File: src/rtl/axi_regs_bank.sv
// axi_regs_bank: AXI3 slave exposing NREGS 32-bit registers.
//
// Each register is one of three kinds, chosen by parameter masks:
//   plain : read/write storage with byte strobes
//   RO    : reads return the live status_in slice; writes are refused (SLVERR)
//   W1C   : sticky bits set by status_in, cleared by writing 1
//
// Read and write paths are independent FSMs.
// Each FSM has at most one transaction in flight.
// Word address = AxADDR[ADDR_BITS+1:2]. Bursts of 1..16 beats.
// INCR and WRAP both step the word address modulo 2**ADDR_BITS; FIXED holds it.
// AxSIZE, WID and WLAST are ignored. A write burst ends on its AWLEN-th beat.
//
// Handshake rule (all five channels): a transfer happens on the rising ACLK
// edge where VALID and READY are both 1. A source never drops VALID or
// changes its payload before that edge.
//
// Ports:
//   ACLK, ARESETN              clock, synchronous active-low reset
//   AR*/R*                     read address / read data channels
//   AW*/W*/B*                  write address / write data / write response
//   regs_out [32*NREGS]        stored register contents, reg i at [32*i+:32]
//   status_in[32*NREGS]        RO read data or W1C set bits, same packing
//   wr_pulse [NREGS]           one-cycle strobe after a beat writes reg i
module axi_regs_bank #(
    parameter int                NREGS     = 16,
    parameter int                ADDR_BITS = 4,
    parameter logic [NREGS-1:0]  RO_MASK   = {NREGS{1'b0}},
    parameter logic [NREGS-1:0]  W1C_MASK  = {NREGS{1'b0}}
) (
    input  logic                  ACLK,
    input  logic                  ARESETN,
    input  logic [31:0]           ARADDR,
    input  logic                  ARVALID,
    output logic                  ARREADY,
    input  logic [11:0]           ARID,
    input  logic [3:0]            ARLEN,
    input  logic [1:0]            ARSIZE,
    input  logic [1:0]            ARBURST,
    output logic [31:0]           RDATA,
    output logic                  RVALID,
    input  logic                  RREADY,
    output logic [11:0]           RID,
    output logic                  RLAST,
    output logic [1:0]            RRESP,
    input  logic [31:0]           AWADDR,
    input  logic                  AWVALID,
    output logic                  AWREADY,
    input  logic [11:0]           AWID,
    input  logic [3:0]            AWLEN,
    input  logic [1:0]            AWSIZE,
    input  logic [1:0]            AWBURST,
    input  logic [31:0]           WDATA,
    input  logic                  WVALID,
    output logic                  WREADY,
    input  logic [11:0]           WID,
    input  logic                  WLAST,
    input  logic [3:0]            WSTRB,
    output logic                  BVALID,
    input  logic                  BREADY,
    output logic [11:0]           BID,
    output logic [1:0]            BRESP,
    output logic [32*NREGS-1:0]   regs_out,
    input  logic [32*NREGS-1:0]   status_in,
    output logic [NREGS-1:0]      wr_pulse
);

    typedef enum logic       {R_IDLE, R_DATA}         r_state_t;
    typedef enum logic [1:0] {W_ADDR, W_DATA, W_RESP} w_state_t;

    // Inputs the protocol carries but this slave does not need.
    logic unused_inputs;
    assign unused_inputs = &{1'b0, ARSIZE, AWSIZE, WID, WLAST,
                             ARADDR[31:ADDR_BITS+2], ARADDR[1:0],
                             AWADDR[31:ADDR_BITS+2], AWADDR[1:0]};

    // Burst address step. FIXED holds the address; every other burst type
    // increments and wraps naturally at 2**ADDR_BITS.
    function automatic logic [ADDR_BITS-1:0] next_addr(input logic [ADDR_BITS-1:0] a,
                                                       input logic [1:0] burst);
        return (burst == 2'b00) ? a : a + ADDR_BITS'(1);
    endfunction

    // ------------------------------------------------------------------
    // Read path
    // ------------------------------------------------------------------
    r_state_t             r_state, r_state_nxt;
    logic [ADDR_BITS-1:0] r_addr;
    logic [11:0]          r_id;
    logic [3:0]           r_len, r_cnt;
    logic [1:0]           r_burst;
    logic [31:0]          r_data;
    logic [1:0]           r_resp;
    logic                 ar_hs, r_hs, r_advance;
    logic [ADDR_BITS-1:0] rd_sel;
    logic [31:0]          rd_word;
    logic                 rd_err;

    always_comb begin
        r_state_nxt = r_state;
        ARREADY     = 1'b0;
        RVALID      = 1'b0;
        case (r_state)
            R_IDLE: begin
                ARREADY = 1'b1;
                if (ARVALID) r_state_nxt = R_DATA;
            end
            R_DATA: begin
                RVALID = 1'b1;
                if (RREADY && (r_cnt == r_len)) r_state_nxt = R_IDLE;
            end
            default: r_state_nxt = R_IDLE;
        endcase
    end

    assign ar_hs     = ARVALID & ARREADY;
    assign r_hs      = RVALID & RREADY;
    assign RLAST     = RVALID & (r_cnt == r_len);
    assign r_advance = r_hs & ~RLAST;

    // Word for the beat about to be presented.
    // The first beat takes its address from ARADDR. Later beats take the
    // stepped address.
    assign rd_sel = ar_hs ? ARADDR[ADDR_BITS+1:2] : next_addr(r_addr, r_burst);
    assign rd_err = 32'(rd_sel) >= 32'(NREGS);

    // The read word is registered when the beat is launched. It therefore
    // holds still while the master stalls. A write to the same register in
    // the same cycle is seen only by later beats.
    always_comb begin
        rd_word = '0;
        for (int i = 0; i < NREGS; i++) begin
            if (rd_sel == ADDR_BITS'(i))
                rd_word = RO_MASK[i] ? status_in[32*i +: 32] : regs_out[32*i +: 32];
        end
    end

    always_ff @(posedge ACLK) begin
        if (!ARESETN) begin
            r_state <= R_IDLE;
            r_addr  <= '0;
            r_id    <= '0;
            r_len   <= '0;
            r_cnt   <= '0;
            r_burst <= '0;
            r_data  <= '0;
            r_resp  <= '0;
        end else begin
            r_state <= r_state_nxt;
            if (ar_hs) begin
                r_id    <= ARID;
                r_len   <= ARLEN;
                r_burst <= ARBURST;
                r_cnt   <= '0;
            end else if (r_advance) begin
                r_cnt   <= r_cnt + 4'd1;
            end
            if (ar_hs || r_advance) begin
                r_addr <= rd_sel;
                r_data <= rd_word;
                r_resp <= rd_err ? 2'b10 : 2'b00;
            end
        end
    end

    assign RDATA = r_data;
    assign RRESP = r_resp;
    assign RID   = r_id;

    // ------------------------------------------------------------------
    // Write path
    // ------------------------------------------------------------------
    w_state_t             w_state, w_state_nxt;
    logic [ADDR_BITS-1:0] w_addr;
    logic [11:0]          w_id;
    logic [3:0]           w_len, w_cnt;
    logic [1:0]           w_burst;
    logic                 w_err;
    logic                 aw_hs, w_beat, w_beat_err;
    logic [NREGS-1:0]     w_hit;
    logic [31:0]          strb_mask;

    always_comb begin
        w_state_nxt = w_state;
        AWREADY     = 1'b0;
        WREADY      = 1'b0;
        BVALID      = 1'b0;
        case (w_state)
            W_ADDR: begin
                AWREADY = 1'b1;
                if (AWVALID) w_state_nxt = W_DATA;
            end
            W_DATA: begin
                WREADY = 1'b1;
                if (WVALID && (w_cnt == w_len)) w_state_nxt = W_RESP;
            end
            W_RESP: begin
                BVALID = 1'b1;
                if (BREADY) w_state_nxt = W_ADDR;
            end
            default: w_state_nxt = W_ADDR;
        endcase
    end

    assign aw_hs     = AWVALID & AWREADY;
    assign w_beat    = WVALID & WREADY;
    assign strb_mask = {{8{WSTRB[3]}}, {8{WSTRB[2]}}, {8{WSTRB[1]}}, {8{WSTRB[0]}}};

    always_comb begin
        w_hit = '0;
        for (int i = 0; i < NREGS; i++) w_hit[i] = (w_addr == ADDR_BITS'(i));
    end

    // A beat is an error if its word is out of range or is a read-only register.
    assign w_beat_err = (32'(w_addr) >= 32'(NREGS)) || ((w_hit & RO_MASK) != '0);

    always_ff @(posedge ACLK) begin
        if (!ARESETN) begin
            w_state <= W_ADDR;
            w_addr  <= '0;
            w_id    <= '0;
            w_len   <= '0;
            w_cnt   <= '0;
            w_burst <= '0;
            w_err   <= 1'b0;
        end else begin
            w_state <= w_state_nxt;
            if (aw_hs) begin
                w_addr  <= AWADDR[ADDR_BITS+1:2];
                w_id    <= AWID;
                w_len   <= AWLEN;
                w_burst <= AWBURST;
                w_cnt   <= '0;
                w_err   <= 1'b0;
            end else if (w_beat) begin
                w_addr  <= next_addr(w_addr, w_burst);
                w_cnt   <= w_cnt + 4'd1;
                w_err   <= w_err | w_beat_err;
            end
        end
    end

    assign BID   = w_id;
    assign BRESP = w_err ? 2'b10 : 2'b00;

    // ------------------------------------------------------------------
    // Register storage
    // ------------------------------------------------------------------
    for (genvar i = 0; i < NREGS; i++) begin : g_reg
        logic [31:0] q;
        logic        pulse_q;
        logic        hit;
        assign hit = w_beat & w_hit[i];

        always_ff @(posedge ACLK) begin
            if (!ARESETN) begin
                q       <= '0;
                pulse_q <= 1'b0;
            end else begin
                pulse_q <= hit && !RO_MASK[i] && (WSTRB != 4'b0000);
                if (RO_MASK[i]) begin
                    q <= '0;
                end else if (W1C_MASK[i]) begin
                    // Set is OR-ed in after the clear, so a set wins over a
                    // clear of the same bit in the same cycle.
                    q <= (q & ~(hit ? (WDATA & strb_mask) : 32'h0)) | status_in[32*i +: 32];
                end else if (hit) begin
                    q <= (q & ~strb_mask) | (WDATA & strb_mask);
                end
            end
        end

        assign regs_out[32*i +: 32] = q;
        assign wr_pulse[i]          = pulse_q;
    end

endmodule

File: config.mk
export PLATFORM = sky130hd
export DESIGN_NAME = axi_regs_bank
export DESIGN_NICKNAME = d
export VERILOG_FILES = /design/src/rtl/axi_regs_bank.sv
export SDC_FILE = /design/constraint.sdc
export NUM_CORES = 1
export LEC_CHECK = 0
export CORE_AREA = 3 3 489 491
export CTS_CLUSTER_DIAMETER = 60
export DETAILED_ROUTE_END_ITERATION = 10
export DIE_AREA = 0 0 492 494
export PLACE_DENSITY_LB_ADDON = 0.25
export SLEW_MARGIN = 25
export SYNTH_ARGS = -nofsm -noshare
export SYNTH_HDL_FRONTEND = slang
export SYNTH_SLANG_ARGS = --single-unit
File: constraint.sdc
create_clock -name ACLK -period 3.4 [get_ports ACLK]
set_input_delay 0.68 -clock ACLK [delete_from_list [all_inputs] [get_ports ACLK]]
set_output_delay 0.68 -clock ACLK [all_outputs]
set_load 0.02 [all_outputs]
# Word-level counts from Yosys, hierarchy flattened
# Index checks and enable logic that the tools add are counted.
dict set report totals {
  regBits 615
  latch_bits 0
  mem_bits_rw 0
  romBits 0
  input_bits 672
  out_inout_bits 594
  wordCells 209
  n_memories 0
}
dict set report classes {
  add_sub_neg 4
  multipliers 0
  n_div 0
  n_lt_le_gt_ge 0
  eq_ne 38
  shifts 0
  n_mux 33
  bitwise_logic 59
  reduce_logical 30
}
# op n
set ops {}
lappend ops {{32-bit bitwise AND} 17}
lappend ops {{32-bit 2-to-1 mux} 16}
lappend ops {{32-bit OR} 16}
lappend ops {{4-bit == test (second input constant)} 16}
lappend ops {{4-bit by 3-bit == test with 1-bit output (second input constant)} 8}
lappend ops {{32-bit inverter} 1}
lappend ops {{1-bit bitwise AND} 22}
lappend ops {{4-bit 2-to-1 mux} 5}
lappend ops {{1-bit logical AND} 18}
lappend ops {{4-bit by 1-bit adder with 4-bit output (second input constant)} 4}
lappend ops {{4-bit by 2-bit == test with 1-bit output (second input constant)} 4}
lappend ops {{4-bit by 1-bit == test with 1-bit output (second input constant)} 2}
lappend ops {{4-bit == test} 2}
lappend ops {{4-bit zero test} 2}
lappend ops {{2-bit != test (second input constant)} 4}
lappend ops {{1-bit 2-to-1 mux} 7}
lappend ops {{2-bit zero test} 3}
lappend ops {{2-bit 2-to-1 mux} 3}
lappend ops {{2-bit one-hot mux with 3 select lines} 1}
lappend ops {{4-bit nonzero test} 1}
lappend ops {{2-bit OR reduction} 2}
lappend ops {{1-bit inverter} 3}
lappend ops {{3-bit AND reduction} 1}
lappend ops {{2-bit by 1-bit == test with 1-bit output (second input constant)} 1}
lappend ops {{5 further kinds} 5}

# Longest topological paths before layout
dict set report depth {
  word_depth 20
  mapped_depth 11
  depth_no_buf 8
}

# Least setup slack after synthesis
# Ideal clock, no wire load.
dict set report synth_timing {
  path_kind {input to register}
  from {input ARVALID}
  to {register r_data[11], in the netlist RDATA[11]}
  setup_ps 128
  arrival_time_ps 2496
  required_time_ps 3272
  path_slack_ps 776
  stages 9
  path_cell_list {nor2b_1 -> clkbuf_2 -> o31ai_4 -> buf_6 -> mux4_2 -> a32oi_1 -> nor4_1 -> o2bb2ai_1 -> a21oi_1}
}
dict set report synth_via {
  elab_chain_cells 19
}
# item line
set synth_rtl {}
lappend synth_rtl {{start, declared} 34} ;# input logic ARVALID,
lappend synth_rtl {{1-bit bitwise AND *} 116} ;# assign ar_hs = ARVALID & ARREADY;
lappend synth_rtl {{4-bit 2-to-1 mux} 124} ;# assign rd_sel = ar_hs ? ARADDR[ADDR_BITS+1:2] : next_addr(r_addr, r_burst);
lappend synth_rtl {{4-bit zero test} 133} ;# if (rd_sel == ADDR_BITS'(i))
lappend synth_rtl {{32-bit 2-to-1 mux (16 in series)} 133}
lappend synth_rtl {{end signal, assigned} 160} ;# r_data <= rd_word;
lappend synth_rtl {{end, declared} 92} ;# logic [31:0] r_data;
# Mark *: on every way between the ends. The rest lies on a longest branch, timed or not.
# A chain may end at the register's enable or synchronous reset.

# Worst setup path after layout
dict set report layout_timing {
  from {input ARVALID}
  to {register r_data[31], in the netlist RDATA[31]}
}
# Same word-level chain as after synthesis.

==> results.py <==
metrics = {
    "critical_path": {
        "rrSetupSlack_ps": 320,
        "rr_endpoint": "RDATA[31]$_SDFFE_PN0P_",
        "r2r_start": "r_state$_SDFF_PN0_",
        "endpoint_kind": "flop",
        "cp-start-kind": "input pin",
        "crit_fanout": 11,
        "required_ps": 3980,
        "crit_type": "input pin to flop",
        "arrival_ps": 3710,
        "worstRegToRegCells": 10,
    },
    "flow_run": {
        "drv_cap": 0,
    },
    "detailed_routing": {
        "ant_nets": 0,
        "drc": 0,
        "vias": 31270,
        "routed_wl_um": 209000,
        "wl_per_cell_um": 27.9,
        "drt_iter0_markers": 2637,
        "dr.pass1.iters": 6,
        "viasPerCell": 4.16,
    },
    "timing": {
        "layout_min_cycle_time_ps": 3130,
        "timing.fmax_ghz": 0.319,
        "fin_crit_sh": 0.921,
        "slew_viol_final": 0,
        "slew_headroom": 0.438,
        "worstMarginPinSlew_ps": 843,
        "finalSetupTns_ps": 0,
        "rsz0062_at_grt": "false",
        "finalWorstSetupSlack_ps": 268,
        "fin_skew_ps": 60.9,
        "setup_viol": 0,
        "hold_viol": 0,
    },
    "synth": {
        "synth_edf_count": 0,
        "synth_top_area_frac": 0.425,
        "synth-adder-area-share": 0.00302,
        "ys_seq_area_frac": 0.425,
        "yosys.area_share.xor_xnor": 0.00691,
        "synth_area_per_cell_um2": 8.12,
        "yosysTopAreaCell": "dfxtp_1",
        "syn_inst": 3567,
        "yosys_warnings": 0,
        "synth_mux_area_frac": 0.0373,
        "synth_top_family_by_area": "compound AO/OA/AOI/OAI gates",
        "synth.distinct_cells": 83,
        "ys_ff_latch": 615,
        "synth_flop_cell": "dfxtp_1",
        "synth-simple-area-share": 0.228,
        "synth_compound_area_frac": 0.241,
        "synth_area_um2": 29000,
        "synthTopCellsByArea": "dfxtp_1 (42%), a21boi_0 (14%), nand2_1 (10%)",
        "synthArstFlopShare": 0,
    },
    "cts": {
        "insertion_delay_ps": 730,
        "cts-hold-fix-buffers": 0,
        "clockRootBuffer": "clkbuf_16",
        "cts_tree": "built",
        "post_cts_resized": 0,
        "cts.sinks": 615,
        "ctsHtreeMaxLevel": 3,
        "clk_pin_slew_worst_paths_ps": 60,
        "post_cts_buffers": 0,
        "cts_buffer_depth": 3,
        "numCtsBuffers": 92,
    },
    "placement": {
        "place_inst": 7330,
        "numPortBuffers": 676,
        "dp_hpwl_um": 165000,
        "place.gp.congestion": 0.887,
        "dp_slack_ps": -491,
    },
    "layout": {
        "instances_no_fill": 7508,
        "fin_util": 0.189,
        "layout_common_cells": "nand2_1 (804), clkdlybuf4s50_1 (667), dfxtp_1 (615)",
        "final_common_cell": "nand2_1",
        "fin_nets": 4953,
        "drive_gt1_frac": 0.128,
        "syn_to_final_growth_pct": 53.6,
    },
    "min_path": {
        "hold_class": "input pin to flop",
        "holdPathStages": 2,
        "min-delay-start": "ARESETN",
    },
    "die": {
        "die_area_um2": 243000,
        "initial_utilization": 0.123,
        "die_y_um": 494,
        "io_pins": 1266,
        "rows": 178,
        "coreArea_um2": 235000,
        "dieWidth_um": 492,
    },
    "grt": {
        "grt_max_degree": 110,
        "antenna_found_initial": 20,
        "grt_pass1_wl_um": 277000,
        "gr-total-overflow": 0,
        "grt_pass1_vias": 30023,
        "grtUsageTotal": 0.165,
    },
    "outcome": {
        "status": "finished, final reports clean",
    },
    "power_and_ir_drop": {
        "p_per_area_nw_per_um2": 478,
        "leakagePower_nw": 14.1,
        "p_total_mw": 21.3,
        "ir_drop_mv": 0.334,
    },
}
==> cells in the mapped netlist (32+ instances only) <==
library cell	count
a21boi_0	548
a21oi_1	105
buf_1	46
buf_2	99
clkbuf_1	196
dfxtp_1	615
mux2i_1	37
nand2_1	805
nand3_1	523
nor2_1	84
o21ai_0	85
o221ai_1	32
==> routing by layer <==
layer  track usage  vias up  share of wire
li1              -    14011              -
met1         0.225    15520           0.46
met2         0.235     1446           0.41
met3        0.0514      281          0.087
met4        0.0758       12          0.052
met5             0        -        0.00041
==> where the power goes <==
| part | internal (mW) | total [mW] | switching, mW |
|---|---|---|---|
| logic | 1.25 | 3.38 | 2.13 |
| registers | 7.32 | 7.45 | 0.129 |
| clock network | 6.39 | 10.5 | 4.08 |
==> area by class of cell <==
class,count,area [um^2]
antenna,12,30.0
clock buffer,117,2570
fill,26320,191000
multi-input combinational,2576,15000
inverter,3,11.3
sequential,615,12300
clock inverter,49,724
timing repair buffer,986,9880
tap,3150,3940
==> critical path, stage by stage <==
cell,delay [ps]
clkdlybuf4s50_1,460
buf_4,160
nor2b_4,160
buf_12,170
or3_1,490
o22ai_1,330
buf_4,220
nand2_1,180
buf_4,220
or3_1,300
o2111ai_1,190
a21oi_1,150
==> per-stage QoR <==
stage,cell area [um^2],hold WS [ps]
after floorplan,29000,443
after CTS,44500,363
after detailed placement,41200,458
after global placement,41200,452
final,44500,416
after global routing,44500,366
==> logic make-up (layout without fill, tap and decap cells) <==
kind of cell    after synthesis  count (layout)
flops                       615             615
xor+xnor                     22              22
simple gates               1513            1513
buf+inv                     379            1155
compound gates              959             959
fa+ha+maj                     7               7
mux                          71              71
other cells                   1              16
==> how the worst max path moves through the flow <==
| stage | start | to | slack [ps] | depth (start not counted) |
|---|---|---|---|---|
| after floorplan | ARVALID | RDATA[11]$_SDFFE_PN0P_ | 780 | 9 |
| after global placement | ARVALID | RDATA[21]$_SDFFE_PN0P_ | -490 | 11 |
| after detailed placement | ARVALID | RDATA[21]$_SDFFE_PN0P_ | -490 | 11 |
| after CTS | r_cnt[0]$_SDFFE_PP0P_ | RLAST | 220 | 4 |
| after global routing | r_state$_SDFF_PN0_ | RDATA[21]$_SDFFE_PN0P_ | 140 | 9 |
| final | ARVALID | RDATA[31]$_SDFFE_PN0P_ | 270 | 12 |
No activity file was read; power rests on OpenSTA's default activity.
